File: src/rtl/usb_pkg.sv
// rtl/usb_pkg.sv - shared USB line-state, pattern and rx FSM definitions
package usb_pkg;

  // Line states as {dn,dp}
  typedef enum logic [1:0] {
    USB_LS_SE0 = 2'b00,
    USB_LS_J   = 2'b01,
    USB_LS_K   = 2'b10,
    USB_LS_SE1 = 2'b11
  } usb_line_state_t;

  // Oldest sample in the top bits: K J K J K J K K
  localparam logic [15:0] USB_SYNC_PATTERN = {USB_LS_K, USB_LS_J, USB_LS_K, USB_LS_J,
                                              USB_LS_K, USB_LS_J, USB_LS_K, USB_LS_K};
  localparam logic [5:0]  USB_EOP_PATTERN  = {USB_LS_SE0, USB_LS_SE0, USB_LS_J};
  localparam int          USB_STUFF_BITS_N = 6;

  typedef enum logic [1:0] {
    RX_IDLE,
    RX_DATA,
    RX_EOP,
    RX_ERR
  } usb_rx_state_t;

endpackage

File: src/rtl/usb_fe_rx_dpll.sv
// rtl/usb_fe_rx_dpll.sv - line synchronizer, phase tracker and sample strobe
module usb_fe_rx_dpll
  import usb_pkg::*;
#(
  parameter int OVERSAMPLE = 4
) (
  input  logic       clk,
  input  logic       rst_n,
  input  logic       dp_rx,
  input  logic       dn_rx,
  output logic [1:0] line_state,
  output logic       sample_stb
);

  localparam int PW = $clog2(OVERSAMPLE);

  logic [1:0]    meta_q;
  logic [1:0]    sync_q;
  logic [PW-1:0] phase_q;
  logic [PW-1:0] phase_d;

  // Phase is zero on the first clock the new line state is visible
  always_comb begin
    phase_d = phase_q + PW'(1);
    if (meta_q != sync_q) begin
      phase_d = '0;
    end else if (phase_q == PW'(OVERSAMPLE - 1)) begin
      phase_d = '0;
    end
  end

  always_ff @(posedge clk or negedge rst_n) begin
    if (!rst_n) begin
      meta_q  <= USB_LS_J;
      sync_q  <= USB_LS_J;
      phase_q <= '0;
    end else begin
      meta_q  <= {dn_rx, dp_rx};
      sync_q  <= meta_q;
      phase_q <= phase_d;
    end
  end

  assign line_state = sync_q;
  assign sample_stb = (phase_q == PW'(OVERSAMPLE / 2 - 1));

endmodule

File: src/rtl/usb_fe_rx.sv
// rtl/usb_fe_rx.sv - USB FS receive front-end: SYNC, NRZI, unstuff, bytes, EOP, bus reset
module usb_fe_rx
  import usb_pkg::*;
#(
  parameter int OVERSAMPLE   = 4,
  parameter int RESET_CYCLES = 120,
  parameter int MAX_SE0_BITS = 3
) (
  input  logic       clk,
  input  logic       rst_n,
  input  logic       dp_rx,
  input  logic       dn_rx,
  output logic [1:0] line_state,
  output logic       rx_active,
  output logic [7:0] rx_data,
  output logic       rx_valid,
  output logic       rx_eop,
  output logic       rx_err,
  output logic       usb_reset
);

  localparam int RCW  = $clog2(RESET_CYCLES + 1);
  localparam int SE0W = $clog2(MAX_SE0_BITS + 2);

  logic          sample_stb;
  logic [1:0]    ls;

  usb_rx_state_t state_q, state_d;
  logic [15:0]   hist_q, hist_d;
  logic [7:0]    shift_q, shift_d;
  logic [2:0]    bit_cnt_q, bit_cnt_d;
  logic [2:0]    ones_cnt_q, ones_cnt_d;
  logic [1:0]    prev_q, prev_d;
  logic [SE0W-1:0] se0_cnt_q, se0_cnt_d;
  logic          j_seen_q, j_seen_d;
  logic [7:0]    data_q, data_d;
  logic          valid_q, valid_d;
  logic          eop_q, eop_d;
  logic          err_q, err_d;
  logic          active_q, active_d;
  logic [RCW-1:0] rst_cnt_q, rst_cnt_d;
  logic          nrzi_bit;
  logic          go_err;

  usb_fe_rx_dpll #(
    .OVERSAMPLE(OVERSAMPLE)
  ) u_dpll (
    .clk       (clk),
    .rst_n     (rst_n),
    .dp_rx     (dp_rx),
    .dn_rx     (dn_rx),
    .line_state(ls),
    .sample_stb(sample_stb)
  );

  // Bus reset runs on every clock of the synchronized line, not on bit samples
  always_comb begin
    rst_cnt_d = '0;
    if (ls == USB_LS_SE0) begin
      rst_cnt_d = (rst_cnt_q == RCW'(RESET_CYCLES)) ? rst_cnt_q : rst_cnt_q + RCW'(1);
    end
  end

  always_comb begin
    state_d    = state_q;
    hist_d     = hist_q;
    shift_d    = shift_q;
    bit_cnt_d  = bit_cnt_q;
    ones_cnt_d = ones_cnt_q;
    prev_d     = prev_q;
    se0_cnt_d  = se0_cnt_q;
    j_seen_d   = j_seen_q;
    data_d     = data_q;
    valid_d    = 1'b0;
    eop_d      = 1'b0;
    err_d      = 1'b0;
    active_d   = (eop_q || err_q) ? 1'b0 : active_q;
    nrzi_bit   = (ls == prev_q);
    go_err     = 1'b0;

    if (sample_stb) begin
      hist_d = {hist_q[13:0], ls};
    end

    case (state_q)
      RX_IDLE: begin
        if (sample_stb && hist_d == USB_SYNC_PATTERN) begin
          state_d    = RX_DATA;
          active_d   = 1'b1;
          ones_cnt_d = 3'd1;
          bit_cnt_d  = 3'd0;
          prev_d     = USB_LS_K;
        end
      end
      RX_DATA: begin
        if (sample_stb) begin
          case (ls)
            USB_LS_J, USB_LS_K: begin
              prev_d = ls;
              if (ones_cnt_q == 3'(USB_STUFF_BITS_N)) begin
                ones_cnt_d = 3'd0;
                go_err     = nrzi_bit;
              end else begin
                shift_d    = {nrzi_bit, shift_q[7:1]};
                bit_cnt_d  = bit_cnt_q + 3'd1;
                ones_cnt_d = nrzi_bit ? ones_cnt_q + 3'd1 : 3'd0;
                if (bit_cnt_q == 3'd7) begin
                  data_d  = shift_d;
                  valid_d = 1'b1;
                end
              end
            end
            USB_LS_SE0: begin
              state_d   = RX_EOP;
              se0_cnt_d = SE0W'(1);
            end
            default: go_err = 1'b1;
          endcase
        end
      end
      RX_EOP: begin
        if (sample_stb) begin
          case (ls)
            USB_LS_SE0: begin
              se0_cnt_d = se0_cnt_q + SE0W'(1);
              go_err    = (se0_cnt_q >= SE0W'(MAX_SE0_BITS));
            end
            USB_LS_J: begin
              eop_d   = (bit_cnt_q == 3'd0);
              err_d   = (bit_cnt_q != 3'd0);
              state_d = RX_IDLE;
            end
            default: go_err = 1'b1;
          endcase
        end
      end
      default: begin
        if (sample_stb) begin
          if (ls == USB_LS_J) begin
            j_seen_d = 1'b1;
            if (j_seen_q) begin
              state_d  = RX_IDLE;
              hist_d   = {8{USB_LS_J}};
              j_seen_d = 1'b0;
            end
          end else begin
            j_seen_d = 1'b0;
          end
        end
      end
    endcase

    if (usb_reset && (state_q == RX_DATA || state_q == RX_EOP)) begin
      go_err = 1'b1;
    end

    if (go_err) begin
      state_d  = RX_ERR;
      err_d    = 1'b1;
      j_seen_d = 1'b0;
    end
  end

  always_ff @(posedge clk or negedge rst_n) begin
    if (!rst_n) begin
      state_q    <= RX_IDLE;
      hist_q     <= {8{USB_LS_J}};
      shift_q    <= '0;
      bit_cnt_q  <= '0;
      ones_cnt_q <= '0;
      prev_q     <= USB_LS_J;
      se0_cnt_q  <= '0;
      j_seen_q   <= 1'b0;
      data_q     <= '0;
      valid_q    <= 1'b0;
      eop_q      <= 1'b0;
      err_q      <= 1'b0;
      active_q   <= 1'b0;
      rst_cnt_q  <= '0;
    end else begin
      state_q    <= state_d;
      hist_q     <= hist_d;
      shift_q    <= shift_d;
      bit_cnt_q  <= bit_cnt_d;
      ones_cnt_q <= ones_cnt_d;
      prev_q     <= prev_d;
      se0_cnt_q  <= se0_cnt_d;
      j_seen_q   <= j_seen_d;
      data_q     <= data_d;
      valid_q    <= valid_d;
      eop_q      <= eop_d;
      err_q      <= err_d;
      active_q   <= active_d;
      rst_cnt_q  <= rst_cnt_d;
    end
  end

  assign line_state = ls;
  assign rx_active  = active_q;
  assign rx_data    = data_q;
  assign rx_valid   = valid_q;
  assign rx_eop     = eop_q;
  assign rx_err     = err_q;
  assign usb_reset  = (rst_cnt_q == RCW'(RESET_CYCLES));

endmodule
File: config.mk
export PLATFORM = sky130hd
export DESIGN_NAME = usb_fe_rx
export DESIGN_NICKNAME = d
export VERILOG_FILES = /design/src/rtl/usb_pkg.sv /design/src/rtl/usb_fe_rx_dpll.sv /design/src/rtl/usb_fe_rx.sv
export SDC_FILE = /design/constraint.sdc
export NUM_CORES = 1
export LEC_CHECK = 0
export BUFFER_PORTS_ARGS = -buffer_cell sky130_fd_sc_hd__buf_2
export CORE_ASPECT_RATIO = 1.5
export CORE_UTILIZATION = 50
export CTS_CLUSTER_SIZE = 40
export DETAILED_ROUTE_END_ITERATION = 7
export GPL_TIMING_DRIVEN = 1
export PLACE_DENSITY = 0.68
export SYNTH_ARGS = -nofsm -noshare
export SYNTH_HDL_FRONTEND = slang
export SYNTH_SLANG_ARGS = --single-unit
export TNS_END_PERCENT = 100
File: constraint.sdc
create_clock -name clk -period 2.3 [get_ports clk]
set_input_delay 0.575 -clock clk [delete_from_list [all_inputs] [get_ports clk]]
set_output_delay 0.575 -clock clk [all_outputs]
set_load 0.01 [all_outputs]
* Word level (Yosys, flattened, before mapping)
Index checks and enable logic that the tools add are counted.
W data, S select, Z words.
** Word-level totals
- Flip-flop bits (word level) :: 63
- Bits in latches :: 0
- Memory bits (writable) :: 0
- ROM bits :: 0
- Input port bits :: 4
- Output and inout port bits :: 15
- Word-level logic and storage cells :: 139
- Memories kept :: 0
** Cells by class
- Add/subtract/negate cells :: 5
- Multiply operators :: 0
- Divide/modulo/power cells :: 0
- $lt $le $gt $ge :: 1
- Eq/ne operators :: 26
- Shifts and indexed selects :: 0
- Multiplexer cells :: 66
- Bitwise gates (word level) :: 1
- Reduce and logical (&&, ||, !) cells :: 23
** Operators with widths (number)
- $mux W16 :: 5
- $mux W3 :: 13
- $mux W2 :: 14
- $mux W1 :: 24
- $pmux W3 S2 :: 3
- $eq A16 B16 Y1 const B :: 1
- $ne A3 B3 Y1 const B :: 5
- $reduce_and A5 Y1 :: 3
- $mux W7 :: 2
- $ne A2 B2 Y1 const B :: 7
- $add A3 B1 Y3 const B :: 3
- $reduce_and A4 Y1 :: 2
- $reduce_and A8 Y1 :: 1
- $add A7 B1 Y7 const B :: 1
- $eq A7 B7 Y1 const B :: 1
- $eq A2 B1 Y1 const B :: 3
- $eq A2 B2 Y1 const B :: 3
- $eq A3 B3 Y1 const B :: 2
- $pmux W1 S2 :: 3
- $pmux W2 S3 :: 1
- $reduce_bool A2 Y1 :: 3
- $reduce_bool A3 Y1 :: 2
- $reduce_bool A5 Y1 :: 1
- $logic_not A2 Y1 :: 2
- 14 further kinds :: 17

* Depth between registers and ports, before layout
- Depth in word-level cells :: 8
- Gate-level depth with buffers :: 8
- Mapped depth without buffers :: 7

* By module
A second synthesis with hierarchy kept.
** Unflattened totals
- Cells, all modules :: 255
- Area, all modules :: 2926.6 µm²
** Modules (own cells, without submodules)
- usb_fe_rx :: instances 1, cells each 242, area an instance 2710.1 µm², seq. area each 1412.6 µm²
- usb_fe_rx_dpll :: instances 1, cells each 13, area an instance 216.5 µm², seq. area each 152.6 µm²

* Worst setup path after synthesis
No wires, ideal clock.
- Kind :: reg2reg
- From :: register u_dpll.sync_q[0], in the netlist u_dpll.line_state[0]
- To :: register bit_cnt_q[0]
- Library setup time :: 0.125 ns
- Data arrival time :: 1.919 ns
- Required time :: 2.175 ns
- Slack :: 0.256 ns
- Stages on the path, launching flop included :: 8
- Path buffers :: 0
- Clock period less this slack :: 2.044 ns
- Cells stage by stage :: dfstp_2 -> inv_1 -> ha_1 -> and3_4 -> o2111ai_1 -> o22ai_2 -> nand2_2 -> mux2_2
** On the way
- Word-level cells in the longest chain between the ends :: 5
- Elaborated cells between the ends (all ways) :: 9
- Those cells by class :: eq/ne: 5; mux: 1; reduce/logical: 3
** RTL lines
- from (decl) :: RTL line usb_fe_rx_dpll.sv:18 : logic [1:0] sync_q;
- from (signal assigned) :: RTL line usb_fe_rx_dpll.sv:39 : sync_q <= meta_q;
- $mux W16 :: RTL line usb_fe_rx.sv:81 : if (sample_stb) begin
- $eq A16 B16 Y1 :: RTL line usb_fe_rx.sv:87 : if (sample_stb && hist_d == USB_SYNC_PATTERN) begin
- $logic_and A1 B1 Y1 :: RTL line usb_fe_rx.sv:87
- $ne A2 B2 Y1 (no line)
- $reduce_and A5 Y1 (no line) *
- to (signal assigned) :: RTL line usb_fe_rx.sv:184 : bit_cnt_q <= bit_cnt_d;
- to (decl) :: RTL line usb_fe_rx.sv:31 : logic [2:0] bit_cnt_q, bit_cnt_d;
Every way passes the cells marked *; elsewhere a longest branch is shown, timed or not.
A chain may end at the register's enable or synchronous reset.

* Worst setup path in the final report
- From :: register se0_cnt_q[0]
- To :: register state_q[1]
** On the way
- Word-level cells in the longest chain between the ends :: 7
- Elaborated cells between the ends (all ways) :: 15
- Those cells by class :: order compare: 1; eq/ne: 5; mux: 5; reduce/logical: 4
** RTL lines
- from (decl) :: RTL line usb_fe_rx.sv:34 : logic [SE0W-1:0] se0_cnt_q, se0_cnt_d;
- from (signal assigned) :: RTL line usb_fe_rx.sv:187 : se0_cnt_q <= se0_cnt_d;
- $ge A3 B2 Y1 * :: RTL line usb_fe_rx.sv:126 : go_err = (se0_cnt_q >= SE0W'(MAX_SE0_BITS));
- $pmux W1 S2 * :: RTL line usb_fe_rx.sv:123 : case (ls)
- $mux W1 * :: RTL line usb_fe_rx.sv:122 : if (sample_stb) begin
- $pmux W1 S2 * :: RTL line usb_fe_rx.sv:85 : case (state_q)
- $mux W1 * :: RTL line usb_fe_rx.sv:153 : if (usb_reset && (state_q == RX_DATA || state_q == RX_EOP)) begin
- $ne A3 B3 Y1 (no line), or another cell as far along
- $reduce_and A8 Y1 (no line)
- to (signal assigned) :: RTL line usb_fe_rx.sv:181 : state_q <= state_d;
- to (decl) :: RTL line usb_fe_rx.sv:28 : usb_rx_state_t state_q, state_d;
Marked as above.

==> metrics.log <==
[metrics] transition time at the pin with the least slew margin: 403 ps
[metrics] number of rows in the core area: 33
[metrics] via density per instance: 5.21
[metrics] RSZ-0062 raised after global routing: false
[metrics] share of cells above drive strength 1: 0.229
[metrics] Total Power: 0.00272 W
[metrics] routability-driven placement congestion ratio: 0.791
[metrics] post-route minimum period: 2120 ps
[metrics] count of unique library cells instantiated by Yosys: 56
[metrics] final count of negative-setup-slack endpoints: 0
[metrics] Critical Path Start Type: flop
[metrics] CTS clk-pin slew, worst paths: 70 ps
[metrics] largest net degree at the start of global routing: 61
[metrics] number of global-route vias before repair: 1982
[metrics] flip-flop cell with the highest count after synthesis: dfrtp_1
[metrics] core footprint: 0.00557 sq mm
[metrics] max-slew violation total from the final report: 0
[metrics] period utilization: 0.923
[metrics] path category of the worst min-delay check: input pin to asynchronous set/reset pin
[metrics] cell type contributing the most total cell area after synthesis: dfrtp_1
[metrics] post-CTS setup-driven buffer insertion count: 0
[metrics] Relative slew margins: 0.731
[metrics] cell leakage power: 1.64 nW
[metrics] final worst clock skew: 6.44 ps
[metrics] Post-synth EDFFs: 0
[metrics] number of buffers inserted for hold repair after clock tree synthesis: 0
[metrics] Async S/R FF share, synth: 1.00
[metrics] width of the die: 64.8 um
[metrics] Gates resized, CTS repair: 0
[metrics] number of standard cells after synthesis: 272
[metrics] final global-route overflow total: 0
[metrics] maximum buffer depth of the clock tree: 2
[metrics] TritonCTS buffer count: 9
[metrics] drc violations: 0
[metrics] power per cell area: 800 mW/mm^2
[metrics] Syn. warnings: 0
[metrics] number of buffer cells added on primary ports: 18
[metrics] cell with the most instances after synthesis: dfrtp_1
[metrics] Root Buffer: clkbuf_8
[metrics] fraction of post-synthesis cell area in the top cell type by area: 0.423
[metrics] average wire per standard cell: 14.0 um
[metrics] total of flip-flops plus latches after synthesis: 60
[metrics] Setup Total Neg Slack: 0 ps
[metrics] result of the run: finished, final reports clean
[metrics] total global routing track utilization: 0.197
[metrics] total vias in the final route: 1959
[metrics] chip height: 96.2 um
[metrics] first-pass GRT wire length: 8.95 mm
[metrics] biggest fanout along the worst timing path: 4
[metrics] Die Footprint: 0.00623 sq mm
[metrics] list of most frequent post-synthesis cells: dfrtp_1, nand2_1, inv_1
[metrics] Clock Latency Late Sink: 340 ps
[metrics] number of clock sinks: 60
[metrics] Critical Path Sink Type: flop
[metrics] Detailed Route Iter0 Violations: 116
[metrics] Worst Setup Path Type: flop to flop
[metrics] Nets: 322
[metrics] detailed-route wire length: 5.26 mm
[metrics] CTS tree: yes
[metrics] detailed placer's ending HPWL: 3.76 mm
[metrics] pre-CTS setup slack: 222 ps
[metrics] synthesized area per cell: 10.9 sq um
[metrics] initial standard-cell utilization of the core: 0.530
[metrics] Critical Path AT: 2350 ps
[metrics] 1st-pass router iterations: 4
[metrics] required time at the endpoint of the critical path: 2530 ps
[metrics] final antenna-violating net count: 0
[metrics] largest cells by area after synthesis: dfrtp_1, dfstp_2, ha_1
[metrics] worst reg-to-reg setup slack: 180 ps
[metrics] post-route worst setup slack: 177 ps
[metrics] post-synth net total: 293
[metrics] relative area change from synthesis to final layout: 14.8%
[metrics] ANT cells: 0
[metrics] part of the Yosys area used for sequential elements: 0.512
[metrics] total I/O pin count: 19
[metrics] antenna violations before repair: 0
[metrics] number of maximum-capacitance constraint violations: 0
[metrics] final cell utilization of the core: 0.609
[metrics] number of H-tree levels: 3
[metrics] Hold WS: 227 ps
[metrics] Post-Syn Area: 0.00296 sq mm
[metrics] Peak VDD IR: 0.799 mV
[metrics] Highest Clock Rate: 0.471 GHz
[metrics] number of hold violations in the final report: 0
[worst max-delay path, cell delays in order (launching register included)]
cell      delay [ps]
dfrtp_1          410
ha_1             220
ha_1             180
a211oi_1         360
o22ai_1          160
a221oi_2         310
nor2b_2          100
a311o_1          270
[routing by layer]
layer,vias to the layer above,GRT usage,routed length [um]
li1,986,-,-
met5,-,0,0
met1,930,0.211,2320
met3,13,0.0403,132
met2,30,0.339,2630
met4,0,0.146,178
[final timing paths]
kind	cells past startpoint	from	end
min	2	rst_n	rst_cnt_q[5]
max in group asynchronous	2	rst_n	u_dpll.meta_q[0]
min reg2reg	0	u_dpll.meta_q[0]	u_dpll.line_state[0]
max reg2reg	7	se0_cnt_q[0]	state_q[1]
min in group clk	1	dp_rx	u_dpll.meta_q[0]
max	7	se0_cnt_q[0]	state_q[1]
[through the flow]
| stage | cell area (sq um) | std cells |
|---|---|---|
| after floorplan | 2960 | 272 |
| after global placement | 3160 | 360 |
| after detailed placement | 3160 | 360 |
| after CTS | 3390 | 376 |
| after global routing | 3390 | 376 |
| final | 3390 | 376 |
[sequential cells by signal (all words and copies together) (netlist names), 2 cells and up]
name               flops
u_dpll.meta_q          2
hist_q                14
se0_cnt_q              3
bit_cnt_q              3
ones_cnt_q             3
state_q                2
prev_q                 2
u_dpll.phase_q         2
rst_cnt_q              7
u_dpll.line_state      2
shift_q                7
rx_data                8
[cell type report]
| class | count | area (sq um) |
|---|---|---|
| Clock buffer | 9 | 124 |
| Clock inverter | 7 | 115 |
| Fill cell | 466 | 2180 |
| Inverter | 19 | 71.3 |
| Multi-Input combinational cell | 186 | 1330 |
| Sequential cell | 60 | 1510 |
| Tap cell | 70 | 87.6 |
| Timing Repair Buffer | 25 | 155 |
[power by group]
part           internal [W]  switching [W]
combinational      0.000125       0.000139
sequential          0.00122      0.0000890
clock              0.000715       0.000427
[layout by cell type (no fill, tap or decap), types with 6 or more instances in the layout]
cell	n
ha_1	17
nor2_1	17
buf_2	18
o21ai_0	7
nand3_1	7
clkbuf_8	9
nand2_1	45
buf_4	6
a21oi_1	6
xnor2_1	7
mux2_4	7
mux2i_1	11
dfrtp_1	50
nor2b_1	6
dfstp_2	10
inv_1	19
[logic make-up after synthesis]
family                     share of synthesized area
DFF                                            0.512
buffers and inverters                         0.0389
AOI/OAI and AO/OA                             0.0978
and+or+nand+nor                                0.175
adders and majority gates                     0.0719
muxes                                         0.0804
xor gates and xnor gates                      0.0237
(Power assumes the default switching activity.)
